===== src/rtl/call_input_conditioner.sv =====
// Button front end: per-channel synchroniser, debounce counter, clean level,
// rising-edge pulse and a sticky request bit that the controller clears.
module call_input_conditioner #(
  parameter int WIDTH           = 8,
  parameter int SYNC_STAGES     = 2,
  parameter int DEBOUNCE_CYCLES = 16
) (
  input  logic             clk,
  input  logic             rst,
  input  logic [WIDTH-1:0] btn_raw,
  input  logic [WIDTH-1:0] clr,
  output logic [WIDTH-1:0] btn_level,
  output logic [WIDTH-1:0] btn_rise,
  output logic [WIDTH-1:0] req_latched
);

  localparam int CNT_W = (DEBOUNCE_CYCLES > 2) ? $clog2(DEBOUNCE_CYCLES) : 1;
  localparam logic [CNT_W-1:0] CNT_LAST = CNT_W'(DEBOUNCE_CYCLES - 1);

  logic [SYNC_STAGES-1:0][WIDTH-1:0] sync_stage_reg;
  logic [WIDTH-1:0] sync;
  logic [WIDTH-1:0] accept;
  logic [WIDTH-1:0] level_next;
  logic [WIDTH-1:0] rise_next;
  logic [WIDTH-1:0] req_next;

  assign sync = sync_stage_reg[SYNC_STAGES-1];

  always_ff @(posedge clk or posedge rst) begin
    if (rst) begin
      sync_stage_reg <= '0;
    end else begin
      sync_stage_reg <= {sync_stage_reg[SYNC_STAGES-2:0], btn_raw};
    end
  end

  // One independent counter per channel; any agreement restarts the count.
  generate
    for (genvar gi = 0; gi < WIDTH; gi++) begin : g_chan
      logic [CNT_W-1:0] cnt_reg;
      logic             differ;

      assign differ     = sync[gi] ^ btn_level[gi];
      assign accept[gi] = differ && (cnt_reg == CNT_LAST);

      always_ff @(posedge clk or posedge rst) begin
        if (rst) begin
          cnt_reg <= '0;
        end else if (!differ || accept[gi]) begin
          cnt_reg <= '0;
        end else begin
          cnt_reg <= cnt_reg + CNT_W'(1);
        end
      end
    end
  endgenerate

  // The pulse register also counts as a set term so a clear landing in the
  // pulse cycle cannot drop a request that has just been raised.
  always_comb begin
    level_next = btn_level ^ accept;
    rise_next  = accept & sync;
    req_next   = rise_next | btn_rise | (req_latched & ~clr);
  end

  always_ff @(posedge clk or posedge rst) begin
    if (rst) begin
      btn_level   <= '0;
      btn_rise    <= '0;
      req_latched <= '0;
    end else begin
      btn_level   <= level_next;
      btn_rise    <= rise_next;
      req_latched <= req_next;
    end
  end

endmodule


===== config.mk =====
export PLATFORM = sky130hd
export DESIGN_NAME = call_input_conditioner
export DESIGN_NICKNAME = d
export VERILOG_FILES = /design/src/rtl/call_input_conditioner.sv
export SDC_FILE = /design/constraint.sdc
export NUM_CORES = 1
export LEC_CHECK = 0
export CORE_AREA = 2 2 108 110
export DETAILED_ROUTE_END_ITERATION = 7
export DIE_AREA = 0 0 110 112
export GPL_TIMING_DRIVEN = 1
export SLEW_MARGIN = 5
export SYNTH_ARGS = -nofsm -noshare
export SYNTH_HDL_FRONTEND = slang
export SYNTH_SLANG_ARGS = --single-unit

===== constraint.sdc =====
create_clock -name clk -period 3.09 [get_ports clk]
set_clock_uncertainty 0.05 [all_clocks]
set_input_delay 0.7725 -clock clk [delete_from_list [all_inputs] [get_ports clk]]
set_output_delay 0.7725 -clock clk [all_outputs]
set_load 0.01 [all_outputs]

Word-level counts from Yosys, hierarchy flattened:

Index checks and enable logic that the tools add are counted.

* bits in registers: 72
* latch bits: 0
* bits in writable memories: 0
* memory bits (read-only): 0
* input bits: 18
* output and inout port bits: 24
* logic and storage cells: 75
* memories kept: 0

* $add $sub $neg: 8
* multiply operators: 0
* divide/modulo/power cells: 0
* $lt $le $gt $ge: 0
* equality and inequality tests: 8
* shift-type cells: 0
* multiplexer cells: 8
* bitwise operators: 14
* reduce and logical (&&, ||, !) cells: 24

Operators with widths (number)
* 4-bit by 1-bit adder with 4-bit output, second input constant: 8
* 4-bit == test, second input constant: 8
* 4-bit two-way mux: 8
* 8-bit AND: 2
* 8-bit bitwise OR: 2
* 1-bit logical AND: 8
* 1-bit zero test: 8
* 1-bit logical OR: 8
* 8-bit inverter: 1
* 1-bit bitwise XOR: 8
* 8-bit bitwise XOR: 1

Depth between registers and ports, before layout:

Gate-level depths: netlist (run 1).

* depth in word-level cells: 5
* depth in mapped cells: 4

Least setup slack after synthesis (run 1):

No wires, ideal clock.

* path kind: reg-to-output
* from: register with a tool-made name
* to: output port btn_level[6]
* arrival: 417 ps
* path slack: 1850 ps
* stages on the path, launching flop included: 1
* cells stage by stage: dfrtp_1

RTL lines
* end, declared: line 12 `output logic [WIDTH-1:0] btn_level,`

==> metrics.txt, run 1 <==
Slew @ Worst Pin 509 ps; Vias/cell 3.98; DPL Wire Length 3070 µm; Max Clock Freq 471 MHz; largest net degree at the start of global routing 51; CTS Sinks 72; global route total overflow 0; Initial Util 24.5%; initial antenna violation count 0; startpoint types flip-flop; syn avg cell area 13.6 µm²; largest fanout on the critical path 4; RR Startpoint g_chan[6].cnt_reg[0]; Clk Latency, worst-skew pair 330 ps; cell family with most CP delay buffers and inverters; worst path bufs/invs 1; worst vdd ir 327 µV; CP Class flip-flop to output port; core region area 11,200 µm²; overall global routing resource usage 8.23%; Comb pwr share 5.3%; 1st-pass router iterations 4; Post-CTS Setup Repair Bufs 0; CP Data Arrival Time 1300 ps; #FFs+latches synth 72; Psw 438 µW; # IOs 42; Netlist cell types 13; vias 1,598; final period demand of the worst path 2120 ps; Hold/Removal Path Class flip-flop to flip-flop; PostCTS Resize Cnt 0; ant diodes 0; worst min-delay path startpoint sync_stage_reg[2]; Mapped Cells 201; P per Cell Area 562 nW/µm²; Final Cycle Share 68.7%; internal power 1590 µW; setup_tns 0 ps; Placed Instances 386; Root Driver clkbuf_16; Ys Warns 0; Syn-to-layout area delta 32.0%; critical path capture point type output port; Vert. Die Dim 112 µm; Largest stage delay, worst path 560 ps; row cnt 39; power share of the sequential group 49.5%; register area share after synthesis 65.8%; Hold Slack 298 ps; crit-path cells clkdlybuf4s50_1; Finished Layout Cells 402; switching share of power 21.6%; hold_buf cts 0; DRC viols 0; number of buffers created by CTS 9; Netlist Area Pre-Place 2740 µm²; status completed; Max Cap Violations 0; Slew HR 66.0%; Avg WL per Cell 11.0 µm; CTS HTree Levels 3; Final Setup Violations 0; first-pass GRT wire length 7570 µm; routability cong. 0.663; syn nets 227; maximum clock path buffer count 2; clk slew on worst S/H paths 50 ps; RSZ-0062 raised after global routing no; DRT antenna net count 0; DR iter-0 viols 47; Final Hold Fails 0; Port Buffer Count 41; Final Max Slew Viols 0; Worst path slowest cell clkdlybuf4s50_1; Die ar. 12,300 µm²; clock share of power 45.2%; CTS tree built; vias in the first global route 1,643; share of layout cells above drive strength 1 15.1%; Die Width 110 µm; Pleak 0.00169 µW; Post-Route WL 4410 µm; Critical Path RT 2270 ps; Final Net Count 280
placed cells by master (no fill, tap or decap), drive strengths merged:
cell type	Yosys	routed
nor3b	8	8
inv	17	17
clkdlybuf4s50	0	41
nor2	32	32
xor2	8	8
nand2b	1	1
buf	0	1
xnor2	16	16
clkinv	0	4
dfrtp	72	72
nand3	16	16
a31o	7	7
ha	8	8
a211o	8	8
clkbuf	0	12
mux2	8	8
cell usage after synthesis (all sizes together):
master	number	area [µm²]
dfrtp	72	1800
nor2	32	120
inv	17	63.8
nand3	16	115
xnor2	16	140
a211o	8	70.1
ha	8	100
mux2	8	90.1
nor3b	8	100
xor2	8	70.1
a31o	7	61.3
nand2b	1	6.26
layer usage:
metal  wire (µm)  vias up  global-route usage [%]
met3         320        8                    4.57
met1        1980      778                    9.71
met5           0        -                       0
li1            -      771                       -
met4          91        0                    3.80
met2        2010       41                    12.1
final cells by class:
cell class | count | area [µm²]
sequential | 72 | 1800
clock inverter | 4 | 20.0
timing repair buffer | 42 | 430
tap | 143 | 179
clock buffer | 12 | 246
fill | 1120 | 7560
inverter | 17 | 63.8
multi-input combinational | 112 | 873
path summary, 6_finish.rpt:
check,end,slack [ps],cells after the start
max,btn_level[7],970,1
min,sync[2],300,0
max reg2reg,flip-flop,1820,3
min reg2reg,sync[2],300,0
max in group asynchronous,asynchronous set/reset pin,1590,3
min in group asynchronous,req_latched[6],760,2
cells by family after synthesis:
family	Yosys count	share of synthesized area (%)
muxes	8	3.29
buffers and inverters	17	2.33
xor gates and xnor gates	24	7.67
AOI/OAI and AO/OA	15	4.80
DFF	72	65.8
and+or+nand+nor	57	12.5
adders and majority gates	8	3.65
power by group through the flow:
stage / clock (µW) / combinational, µW / sequential (µW)
final: 918 / 107 / 1010
after global routing: 1010 / 125 / 1010
after CTS: 961 / 112 / 1010
after detailed placement: 0 / 111 / 1020
after global placement: 0 / 107 / 1020
after floorplan: 0 / 70.8 / 1020
through the flow:
step	total power [µW]	cell area [µm²]	utilization (%)	setup WS [ps]
finish	2030	3610	32.3	968
global route	2150	3610	32.3	886
CTS	2080	3610	32.3	939
detailed placement	1130	3350	30.0	1200
global placement	1130	3350	30.0	1220
floorplan	1090	2740	-	443
(Power assumes the default switching activity.)
==> inputs of run 2 (changes only) <==
==> constraint.sdc (replaced) <==
create_clock -name clk -period 1.7 [get_ports clk]
set_clock_uncertainty 0.05 [all_clocks]
set_input_delay 0.425 -clock clk [delete_from_list [all_inputs] [get_ports clk]]
set_output_delay 0.425 -clock clk [all_outputs]
set_load 0.01 [all_outputs]
==> run 2 against run 1 <==
Net effect:
- register-to-register slack lost 1400 ps
- via count is 2.2% higher
- combinational power up 90%
- die area is the same
- non-clock buffer count up 9
- routed wire length increased by 1.3%
- worst setup slack got worse by 930 ps
- sequential share of layout area fell by 2.0 points
- final area up 4.2%
- utilization up 1.4 points
- largest cell class unchanged
==> metrics.txt, run 2 (synthesis gave the netlist of run 1 again) <==
setup ws final 34.9 ps; initial antenna violation count 0; leading cell type in the layout, fill and taps excluded dfrtp_1; CTS HTree Levels 3; vias in the first global route 1,731; Vias/cell 3.97; Final Util 33.7%; Initial Util 24.5%; Final Net Count 289; Slew HR 76.3%; maximum clock path buffer count 2; Post-Route WL 4460 µm; Worst path slowest cell clkdlybuf4s50_1; global route total overflow 0; DR iter-0 viols 52; overall global routing resource usage 8.24%; critical path capture point type output port; CTS Sinks 72; DRC viols 0; cell family with most CP delay buffers and inverters; number of buffers created by CTS 9; DPL Wire Length 3170 µm; startpoint types flip-flop; Root Driver clkbuf_16; Max Clock Freq 601 MHz; first-pass GRT wire length 7860 µm; # IOs 42; routability cong. 0.636; Vert. Die Dim 112 µm; clk slew on worst S/H paths 60 ps; CP Data Arrival Time 1190 ps; crit-path cells clkdlybuf4s50_1; core region area 11,200 µm²; Largest stage delay, worst path 530 ps; Clk Latency, worst-skew pair 320 ps; Avg WL per Cell 10.9 µm; Final Max Slew Viols 0; worst vdd ir 420 µV; Final Cycle Share 97.9%; Critical Path RT 1220 ps; largest fanout on the critical path 2; Port Buffer Count 41; Setup WS pre-CTS 271 ps; Pleak 0.00207 µW; status completed; final period demand of the worst path 1670 ps; Slew @ Worst Pin 355 ps; most frequent cells in the layout 72 x dfrtp_1, 32 x nor2_1, 18 x clkdlybuf4s50_1, 16 x inv_1, 16 x xnor2_1; RSZ-0062 raised after global routing no; share of layout cells above drive strength 1 18.7%; Syn-to-layout area delta 37.5%; Hold/Removal Path Class flip-flop to flip-flop; Die ar. 12,300 µm²; P per Cell Area 1040 nW/µm²; Final Hold Fails 0; vias 1,633; CTS tree built; ant diodes 0; Die Width 110 µm; CP Class flip-flop to output port; row cnt 39; setup_tns 0 ps; Final Setup Violations 0; DRT antenna net count 0; worst path bufs/invs 1; largest net degree at the start of global routing 28; Max Cap Violations 0; 1st-pass router iterations 4
## run 2: cell types whose count changed in the layout (fill, tap and decap cells not counted), moves of 2 or more
cell             previous run  this run
clkdlybuf4s50_1            41        18
dlymetal6s2s_1              0        15
buf_4                       0         8
dlygate4sd2_1               0         8
clkinv_2                    4         1
clkinvlp_4                  0         3
clkbuf_1                    2         0
## run 2: routing by layer
layer | global-route usage, % | vias to the layer above | wire length (µm)
li1 | - | 788 | -
met2 | 12.9 | 36 | 2160
met5 | 0 | - | 0
met1 | 9.81 | 803 | 1960
met3 | 4.04 | 6 | 274
met4 | 2.78 | 0 | 68
## run 2: path summary, 6_finish.rpt
| path | cells after the start | start | slack [ps] | end |
|---|---|---|---|---|
| max in group asynchronous | 3 | rst | 780 | req_latched[6] |
| min in group asynchronous | 2 | rst | 380 | sync_stage_reg[1] |
| worst max register to register | 3 | g_chan[6].cnt_reg[0] | 440 | flip-flop |
| worst max-delay path | 1 | req_latched[0] | 30 | req_latched[0] |
| worst min-delay path | 0 | sync_stage_reg[0] | 300 | sync[0] |
| worst min register to register | 0 | sync_stage_reg[0] | 300 | sync[0] |
## run 2: area by class of cell
| class | instances | area (µm²) |
|---|---|---|
| clock buffer | 10 | 239 |
| multi-input combinational | 112 | 873 |
| fill | 1087 | 7410 |
| inverter | 17 | 67.6 |
| clock inverter | 6 | 67.6 |
| timing repair buffer | 51 | 538 |
| tap | 143 | 179 |
| sequential | 72 | 1800 |
## run 2: stage by stage
stage          instance area, µm²  cells  total power (µW)  hold WS (ps)
4_1_cts                      3730    411              4010           302
6_report                     3770    411              3920           300
5_1_grt                      3770    411              4130           304
2_1_floorplan                2740    201              1980           281
3_3_place_gp                 3380    388              2060           283
3_5_place_dp                 3380    388              2070           290
## run 2: timing repair
| item | 4_1_cts | 5_1_grt |
|---|---|---|
| buffers inserted | 7 | 0 |
| resized for setup | 8 | 15 |
| hold endpoints to repair | 0 | 0 |
| hold buffers | 0 | 0 |
| setup endpoints to repair | 14 | 15 |
## run 2: where the power goes
| group | switching (µW) | internal, µW |
|---|---|---|
| Sequential | 48.3 | 1780 |
| Clock | 705 | 1180 |
| Combinational | 97.4 | 105 |
| Total | 851 | 3070 |
==> inputs of run 3 (changes only) <==
--- a/config.mk
+++ b/config.mk
@@ -9,7 +9,6 @@
 export DETAILED_ROUTE_END_ITERATION = 7
 export DIE_AREA = 0 0 110 112
 export GPL_TIMING_DRIVEN = 1
-export SLEW_MARGIN = 5
 export SYNTH_ARGS = -nofsm -noshare
 export SYNTH_HDL_FRONTEND = slang
 export SYNTH_SLANG_ARGS = --single-unit
==> results of run 3 <==
Same layout as run 2: the final DEF is identical, and so are final timing and power.
